[src/rtl/sfifo_pkg.sv]
// Shared definitions for the synchronous (and future async) FIFO family:
// depth helper, pointer wrap-bit width and sticky error-flag bit positions.
package sfifo_pkg;

  // Pointers carry one extra wrap bit above the memory index:
  // pointer width = LGFLEN + SFIFO_PTR_EXTRA.
  localparam int SFIFO_PTR_EXTRA = 1;

  // Bit positions inside the sticky error vector.
  localparam int SFIFO_ERR_OVFL = 0;
  localparam int SFIFO_ERR_UNFL = 1;
  localparam int SFIFO_ERR_W    = 2;

  // Number of entries for a given log2 depth.
  function automatic int sfifo_flen(input int lgflen);
    return 1 << lgflen;
  endfunction

endpackage

[src/rtl/sfifo_mem.sv]
// Dual-port register array: one synchronous write port, one asynchronous
// read port so the FIFO head is visible with zero latency.
module sfifo_mem
  import sfifo_pkg::*;
#(
  parameter int BW     = 8,
  parameter int LGFLEN = 4
) (
  input  logic              clk,
  input  logic              we,
  input  logic [LGFLEN-1:0] waddr,
  input  logic [BW-1:0]     wdata,
  input  logic [LGFLEN-1:0] raddr,
  output logic [BW-1:0]     rdata
);

  localparam int FLEN = sfifo_flen(LGFLEN);

  logic [BW-1:0] mem [FLEN];

  // Storage write; contents are don't-care until written, so no reset.
  always_ff @(posedge clk) begin
    if (we) mem[waddr] <= wdata;
  end

  assign rdata = mem[raddr];

endmodule

[src/rtl/sfifo_level.sv]
// First-word-fall-through synchronous FIFO with exported fill level,
// programmable almost-full/almost-empty thresholds, synchronous flush and
// sticky overflow/underflow flags. Optional high-water mark output o_peak
// is built when SFIFO_LEVEL_PEAK_EN is defined.
module sfifo_level
  import sfifo_pkg::*;
#(
  parameter int BW     = 8,
  parameter int LGFLEN = 4
) (
  input  logic              i_clk,
  input  logic              i_reset_n,
  input  logic              i_flush,
  input  logic              i_wr,
  input  logic [BW-1:0]     i_data,
  output logic              o_full,
  input  logic              i_rd,
  output logic [BW-1:0]     o_data,
  output logic              o_empty,
  output logic [LGFLEN:0]   o_fill,
  input  logic [LGFLEN:0]   i_af_level,
  input  logic [LGFLEN:0]   i_ae_level,
  output logic              o_afull,
  output logic              o_aempty,
  input  logic              i_clr_err,
  output logic              o_ovfl,
  output logic              o_unfl
`ifdef SFIFO_LEVEL_PEAK_EN
  ,
  output logic [LGFLEN:0]   o_peak
`endif
);

  localparam int FLEN = sfifo_flen(LGFLEN);
  localparam int PW   = LGFLEN + SFIFO_PTR_EXTRA;

  logic [PW-1:0]          wraddr, rdaddr;
  logic [PW-1:0]          fill_nxt;
  logic                   wr_ok, rd_ok, mem_we;
  logic [SFIFO_ERR_W-1:0] err, err_set;

  // Handshake: write while full only with a concurrent pop; no write-through
  // on empty. Flush suppresses both transfers and their error reporting.
  always_comb begin
    wr_ok   = i_wr && (!o_full || i_rd);
    rd_ok   = i_rd && !o_empty;
    mem_we  = wr_ok && !i_flush;
    err_set = '0;
    err_set[SFIFO_ERR_OVFL] = !i_flush && i_wr && o_full && !i_rd;
    err_set[SFIFO_ERR_UNFL] = !i_flush && i_rd && o_empty;
    fill_nxt = o_fill;
    if (i_flush)            fill_nxt = '0;
    else if (wr_ok && !rd_ok) fill_nxt = o_fill + PW'(1);
    else if (rd_ok && !wr_ok) fill_nxt = o_fill - PW'(1);
  end

  // Pointers, fill and registered full/empty; fill is the sole authority.
  always_ff @(posedge i_clk or negedge i_reset_n) begin
    if (!i_reset_n) begin
      wraddr  <= '0;
      rdaddr  <= '0;
      o_fill  <= '0;
      o_empty <= 1'b1;
      o_full  <= 1'b0;
    end else begin
      if (i_flush) begin
        wraddr <= '0;
        rdaddr <= '0;
      end else begin
        if (wr_ok) wraddr <= wraddr + PW'(1);
        if (rd_ok) rdaddr <= rdaddr + PW'(1);
      end
      o_fill  <= fill_nxt;
      o_empty <= (fill_nxt == '0);
      o_full  <= (fill_nxt == PW'(FLEN));
    end
  end

  // Sticky error flags; a coincident set beats the software clear.
  always_ff @(posedge i_clk or negedge i_reset_n) begin
    if (!i_reset_n) err <= '0;
    else            err <= (i_clr_err ? '0 : err) | err_set;
  end

  assign o_ovfl   = err[SFIFO_ERR_OVFL];
  assign o_unfl   = err[SFIFO_ERR_UNFL];
  assign o_afull  = (o_fill >= i_af_level);
  assign o_aempty = (o_fill <= i_ae_level);

`ifdef SFIFO_LEVEL_PEAK_EN
  // High-water mark: clear reloads with current fill, otherwise track max.
  always_ff @(posedge i_clk or negedge i_reset_n) begin
    if (!i_reset_n)           o_peak <= '0;
    else if (i_clr_err)       o_peak <= o_fill;
    else if (o_fill > o_peak) o_peak <= o_fill;
  end
`endif

  sfifo_mem #(.BW(BW), .LGFLEN(LGFLEN)) u_mem (
    .clk   (i_clk),
    .we    (mem_we),
    .waddr (wraddr[LGFLEN-1:0]),
    .wdata (i_data),
    .raddr (rdaddr[LGFLEN-1:0]),
    .rdata (o_data)
  );

endmodule

[config.mk]
export PLATFORM = sky130hd
export DESIGN_NAME = sfifo_level
export DESIGN_NICKNAME = d
export VERILOG_FILES = /design/src/rtl/sfifo_pkg.sv /design/src/rtl/sfifo_mem.sv /design/src/rtl/sfifo_level.sv
export SDC_FILE = /design/constraint.sdc
export NUM_CORES = 1
export LEC_CHECK = 0
export BUFFER_PORTS_ARGS = -buffer_cell sky130_fd_sc_hd__buf_2
export CAP_MARGIN = 10
export CORE_MARGIN = 2
export CORE_UTILIZATION = 54
export DETAILED_ROUTE_END_ITERATION = 6
export GPL_TIMING_DRIVEN = 0
export PLACE_DENSITY = 0.84
export RECOVER_POWER = 100
export SLEW_MARGIN = 20
export SYNTH_ARGS = -nofsm -noshare
export SYNTH_HDL_FRONTEND = slang
export SYNTH_SLANG_ARGS = --single-unit
[constraint.sdc]
create_clock -name i_clk -period 1.7 [get_ports i_clk]
set_input_delay 0.17 -clock i_clk [delete_from_list [all_inputs] [get_ports i_clk]]
set_output_delay 0.17 -clock i_clk [all_outputs]
set_load 0.02 [all_outputs]
After elaboration in Yosys (flattened, before gate mapping):

Memories as Yosys holds them, arrays and structs flattened.
Index checks and enable logic that the tools add are counted.

* flip-flop bits (word level): 19
* bits in latches: 0
* bits in writable memories: 128
* ROM bits: 0
* input bits: 24
* output and inout bits: 19
* word-level logic and storage cells: 45
* memories kept: 1

Memory list
* u_mem.mem: words 16, width 8, read ports 1, clocked after memory_dff 0, wr ports 1, line sfifo_mem.sv:19 `logic [BW-1:0] mem [FLEN];`

* add/sub/neg operators: 4
* multiply operators: 0
* divide/modulo/power cells: 0
* $lt $le $gt $ge: 2
* equality and inequality tests: 1
* shift-type cells: 0
* mux-type cells: 10
* bitwise logic cells: 1
* reduce and logical (&&, ||, !) cells: 20

Operators by type and width (count)
* two-way mux 5 bit: 7
* adder 5 x 1 -> 5 bit, second input constant: 3
* logical AND 1 bit: 10
* logical NOT 1 bit: 6
* equality test 5 bit, second input constant: 1
* greater-or-equal comparator 5 bit: 1
* less-or-equal comparator 5 bit: 1
* logical NOT 5 bit: 1
* subtractor 5 x 1 -> 5 bit, second input constant: 1
* nonzero test 2 bit: 2
* two-way mux 1 bit: 2
* two-way mux 2 bit: 1
* OR 2 bit: 1
* logical OR 1 bit: 1

Longest topological paths before layout:

* depth in word-level cells: 9
* depth in mapped cells: 7
* depth with buffers taken out: 7

By module:

A second synthesis with hierarchy kept.

* cells, all modules: 340
* area, all modules: 6138.4 um2

By module, submodules not included
* sfifo_mem: times used 1, cells an instance 221, area an instance 4987.3 um2, sequential area each 3843.7 um2
* sfifo_level: times used 1, cells an instance 119, area an instance 1151.1 um2, sequential area each 426.7 um2

Least setup slack after synthesis:

OpenSTA, ideal clock, no wires.

* kind: register to register
* from: register o_full
* to: memory u_mem.mem[0][0], enable pin
* library setup time: 0.383 ns
* arrival time: 1.645 ns
* required time: 1.317 ns
* path slack: -0.329 ns
* stages on the path, launching flop included: 6
* buffers on the path: 0
* period minus slack after synthesis: 2.029 ns
* path through: dfrtp_1 > nand2b_1 > nand2_1 > nor2_1 > nand2_1 > nor3_1

* longest elaborated chain between the ends: 6

RTL lines
* start, declared: line sfifo_level.sv:16 `output logic o_full,`
* start signal, assigned: line sfifo_level.sv:75 `o_full <= (fill_nxt == PW'(FLEN));`
* logical NOT 1 bit: line sfifo_level.sv:45 `wr_ok = i_wr && (!o_full || i_rd);`
* logical OR 1 bit: line sfifo_level.sv:45
* logical AND 1 bit: line sfifo_level.sv:45
* logical AND 1 bit: line sfifo_level.sv:47 `mem_we = wr_ok && !i_flush;`
* two-way mux 1 bit: line sfifo_mem.sv:23 `if (we) mem[waddr] <= wdata;`
* two-way mux 1 bit (not written as such): line sfifo_mem.sv:23
* end, declared: line sfifo_mem.sv:19

No other way between the ends.

Final worst setup path:

* from: register rdaddr[0]
* to: output port o_data[5]

* longest elaborated chain between the ends: 1

RTL lines
* start, declared: line sfifo_level.sv:37 `logic [PW-1:0] wraddr, rdaddr;`
* start signal, assigned: line sfifo_level.sv:71 `if (rd_ok) rdaddr <= rdaddr + PW'(1);`
* memory read (16 x 8 bit)
* end, declared: line sfifo_level.sv:18 `output logic [BW-1:0] o_data,`

No other way between the ends.

==> impl_metrics.py <==
metrics = {
    "setup_path": {
        "arrival_ns": 2.35,
        "crit_required_ns": 1.53,
        "cp.buffers_inverters": 3,
        "crit_path_end_kind": "primary output",
        "timing_worst_setup_path_type": "register to primary output",
        "worst-r2r-cell-count": 5,
        "critical_path.top_delay_family": "multiplexers",
        "worstSetupPathDepth": 5,
        "crit_path_max_fanout": 7,
        "critical_path.max_stage_delay_ns": 0.55,
        "crit_path_top_delay_cell": "sky130_fd_sc_hd__mux4_2",
        "worstPathCellList": "buf_12 -> buf_12 -> mux4_2 -> mux4_2 -> buf_6",
        "rrSetupSlack_ns": -0.05,
        "setup_crit_start_kind": "register",
    },
    "timing": {
        "final_period_minus_worst_setup_slack_ns": 2.52,
        "timing.max_slew.rel_slack": 0.342,
        "final_setup_violating_endpoints": 17,
        "timing.fmax_ghz": 0.396,
        "finalSetupTns_ns": -7.22,
        "final_worst_clock_skew_ns": 0.0120,
        "tightest_slew_ns": 0.986,
        "report.final.slew_viol_count": 0,
        "setup_repair_after_global_routing_missed_its_margin": "yes",
        "final_hold_viols": 0,
        "finalCritPeriodShare": 1.48,
        "final_critical_path_setup_slack_ns": -0.822,
    },
    "run_status": {
        "outcome": "finished, violations left",
        "violations": "setup timing",
    },
    "yosys": {
        "post-synth-top-area-fraction": 0.616,
        "post_synth_main_area_contributors": "sky130_fd_sc_hd__edfxtp_1, sky130_fd_sc_hd__mux4_1, sky130_fd_sc_hd__dfrtp_1",
        "postSynthCellCount": 332,
        "synth.ff_latch_count": 145,
        "synth_edf_count": 128,
        "syn_nets": 373,
        "yosys.cell_types.count": 40,
        "synth_cell_area_mm2": 0.00624,
        "synthArstFlopShare": 0.117,
        "yosys_most_used_dff": "sky130_fd_sc_hd__edfxtp_1",
        "share_of_synthesized_area_occupied_by_flip_flops_and_latches": 0.685,
        "yosysWarningCount": 0,
        "synth.avg_cell_area_um2": 18.8,
        "synth_top_area_cell": "sky130_fd_sc_hd__edfxtp_1",
    },
    "floorplanning": {
        "chipWidth_um": 111,
        "die_area_mm2": 0.0124,
        "floorplan.initialDensity": 0.551,
        "design.core.area_mm2": 0.0113,
        "std_cell_rows": 39,
        "die_height_um": 111,
        "ioPinCount": 43,
    },
    "clock_network": {
        "clock-sinks": 145,
        "cts.clk_slew.worst_paths_ns": 0.06,
        "clk_latency_ns": 0.41,
        "ctsHtreeMaxLevel": 4,
        "cts.root.buffer_cell": "sky130_fd_sc_hd__clkbuf_16",
        "cts_made_buffers": 17,
        "cts_max_path_buffers": 2,
        "clock_tree_from_tritoncts": "built",
    },
    "final_layout": {
        "mostFrequentLayoutCell": "sky130_fd_sc_hd__edfxtp_1",
        "layout-area-overhead-vs-synth_pct": 27.0,
        "antenna_cells": 0,
        "finish.utilization": 0.699,
        "final_net_count": 459,
        "most-common-layout-cells": "sky130_fd_sc_hd__edfxtp_1, sky130_fd_sc_hd__mux4_2, sky130_fd_sc_hd__clkbuf_1, sky130_fd_sc_hd__clkbuf_16, sky130_fd_sc_hd__buf_2",
        "layout-drive-gt1-share": 0.406,
    },
    "global_routing": {
        "antenna_found_initial": 0,
        "vias_in_the_first_global_route": 3503,
        "gr-usage-all-layers": 0.229,
        "largest_net_degree_at_the_start_of_global_routing": 18,
        "globalRouteOverflowTotal": 0,
        "grt_pass1_wl_um": 20700,
    },
    "min_path": {
        "holdCritPathClass": "primary input to register",
        "hold_depth": 3,
    },
    "detailed_routing": {
        "drcViolationCount": 0,
        "detailedRoute.firstPassIterationCount": 5,
        "total_vias_in_the_final_route": 3451,
        "sum_of_met2_wire_segment_lengths_after_detailed_routing_um": 7140,
        "detail_route.wirelength.met1_um": 5270,
        "postRouteAntennaNets": 0,
        "viasPerCell": 6.01,
        "routed_wirelength_um": 13700,
        "topRoutingLayerUsed": "met4",
        "wl_per_cell_um": 23.8,
        "met3_length_um": 948,
        "detailedRoute.firstIterationViolations": 334,
    },
    "run": {
        "drv.max_cap_violation_count": 0,
    },
    "power_and_ir_drop": {
        "irDropWorstVdd_v": 0.000940,
        "power.static_leakage_nw": 2.70,
        "p_per_area_mw_per_mm2": 1110,
    },
    "placed_design": {
        "routabilityCongestion": 0.806,
        "port-buffer-count": 40,
        "post-place-ws_ns": -0.669,
        "place.detailed.hpwl_um": 7750,
    },
}
-- worst reg2reg max path: cells and delay by family, from the launching register on --
kind               cells  cell delay [ns]
AOI/OAI and AO/OA      2             0.52
and+or+nand+nor        3             0.47
DFF                    1             0.63
-- cells by family after synthesis --
logic type                 count (synthesis)  share of synthesized area
xor gates and xnor gates                   7                    0.00983
AOI/OAI and AO/OA                         26                     0.0293
and+or+nand+nor                           66                     0.0532
muxes                                     41                      0.164
adders and majority gates                 17                     0.0341
DFF                                      145                      0.685
buffers and inverters                     30                     0.0247
-- final timing paths --
kind / start / endpoint
min in group asynchronous: i_reset_n / o_full
max in group asynchronous: i_reset_n / o_fill[0]
worst max-delay path: rdaddr[0] / o_data[5]
worst max register to register: o_empty / o_fill[1]
worst min register to register: err[1] / err[1]
worst min-delay path: i_wr / wraddr[1]
-- cells in the mapped netlist, drive strengths merged (2+ instances only) --
cell     count
nor2b        3
clkbuf       8
xnor2        3
o21a         4
xor2         4
nor3b        2
nor3         6
nand2b       5
o21ai        3
nor4b        2
mux4        40
a21o         5
a2111oi      2
nand3        7
buf          7
ha          17
a21oi        4
o22ai        2
nor2        25
nand4        2
dfrtp       16
nand2       11
inv         15
edfxtp     128
-- stage by stage --
| step | hold slack, ns | area [um2] | std cells | power, mW |
|---|---|---|---|---|
| 2_1_floorplan | -0.126 | 6240 | 332 | 4.67 |
| 3_3_place_gp | 0.104 | 6620 | 515 | 4.90 |
| 3_5_place_dp | 0.118 | 6620 | 515 | 4.94 |
| 4_1_cts | 0.0540 | 7790 | 567 | 8.77 |
| 5_1_grt | 0.0800 | 7920 | 574 | 9.11 |
| 6_report | 0.0632 | 7920 | 574 | 8.81 |
-- state kept, by name, summed over array words and instances, names as in the netlist --
name / count
err: 2
rdaddr: 4
wraddr: 4
o_full: 1
o_empty: 1
u_mem.mem: 128
o_fill: 5
-- final cells by class --
cell class | instances | area (um2)
flip-flops and latches | 145 | 4280
fillers | 677 | 3400
multi-input cells | 157 | 2060
repair buffers | 71 | 638
clock buffers | 17 | 425
well taps | 143 | 179
clock inverters | 15 | 159
plain buffers | 11 | 120
inverters | 15 | 58.8
-- where the power goes --
part           leakage [nW]  internal [mW]  switching (mW)
clock                 0.288           1.98            1.66
sequential             1.37           3.93          0.0577
combinational          1.04          0.594           0.588
-- metal layers --
metal / vias up / global-route usage
met5: - / 0
met4: 0 / 0.0798
met3: 26 / 0.0517
met2: 149 / 0.376
met1: 1771 / 0.308
li1: 1505 / -
-- what timing repair did --
item                                    4_1_cts  5_1_grt
resized for setup                            70       20
hold buffers                                  2        0
buffers inserted                             20        9
hold endpoints to repair                     19        0
pin swaps                                    15       19
endpoints found under the setup margin      141      142
cloned                                        2        0
Power figures use the tool's default switching activity.
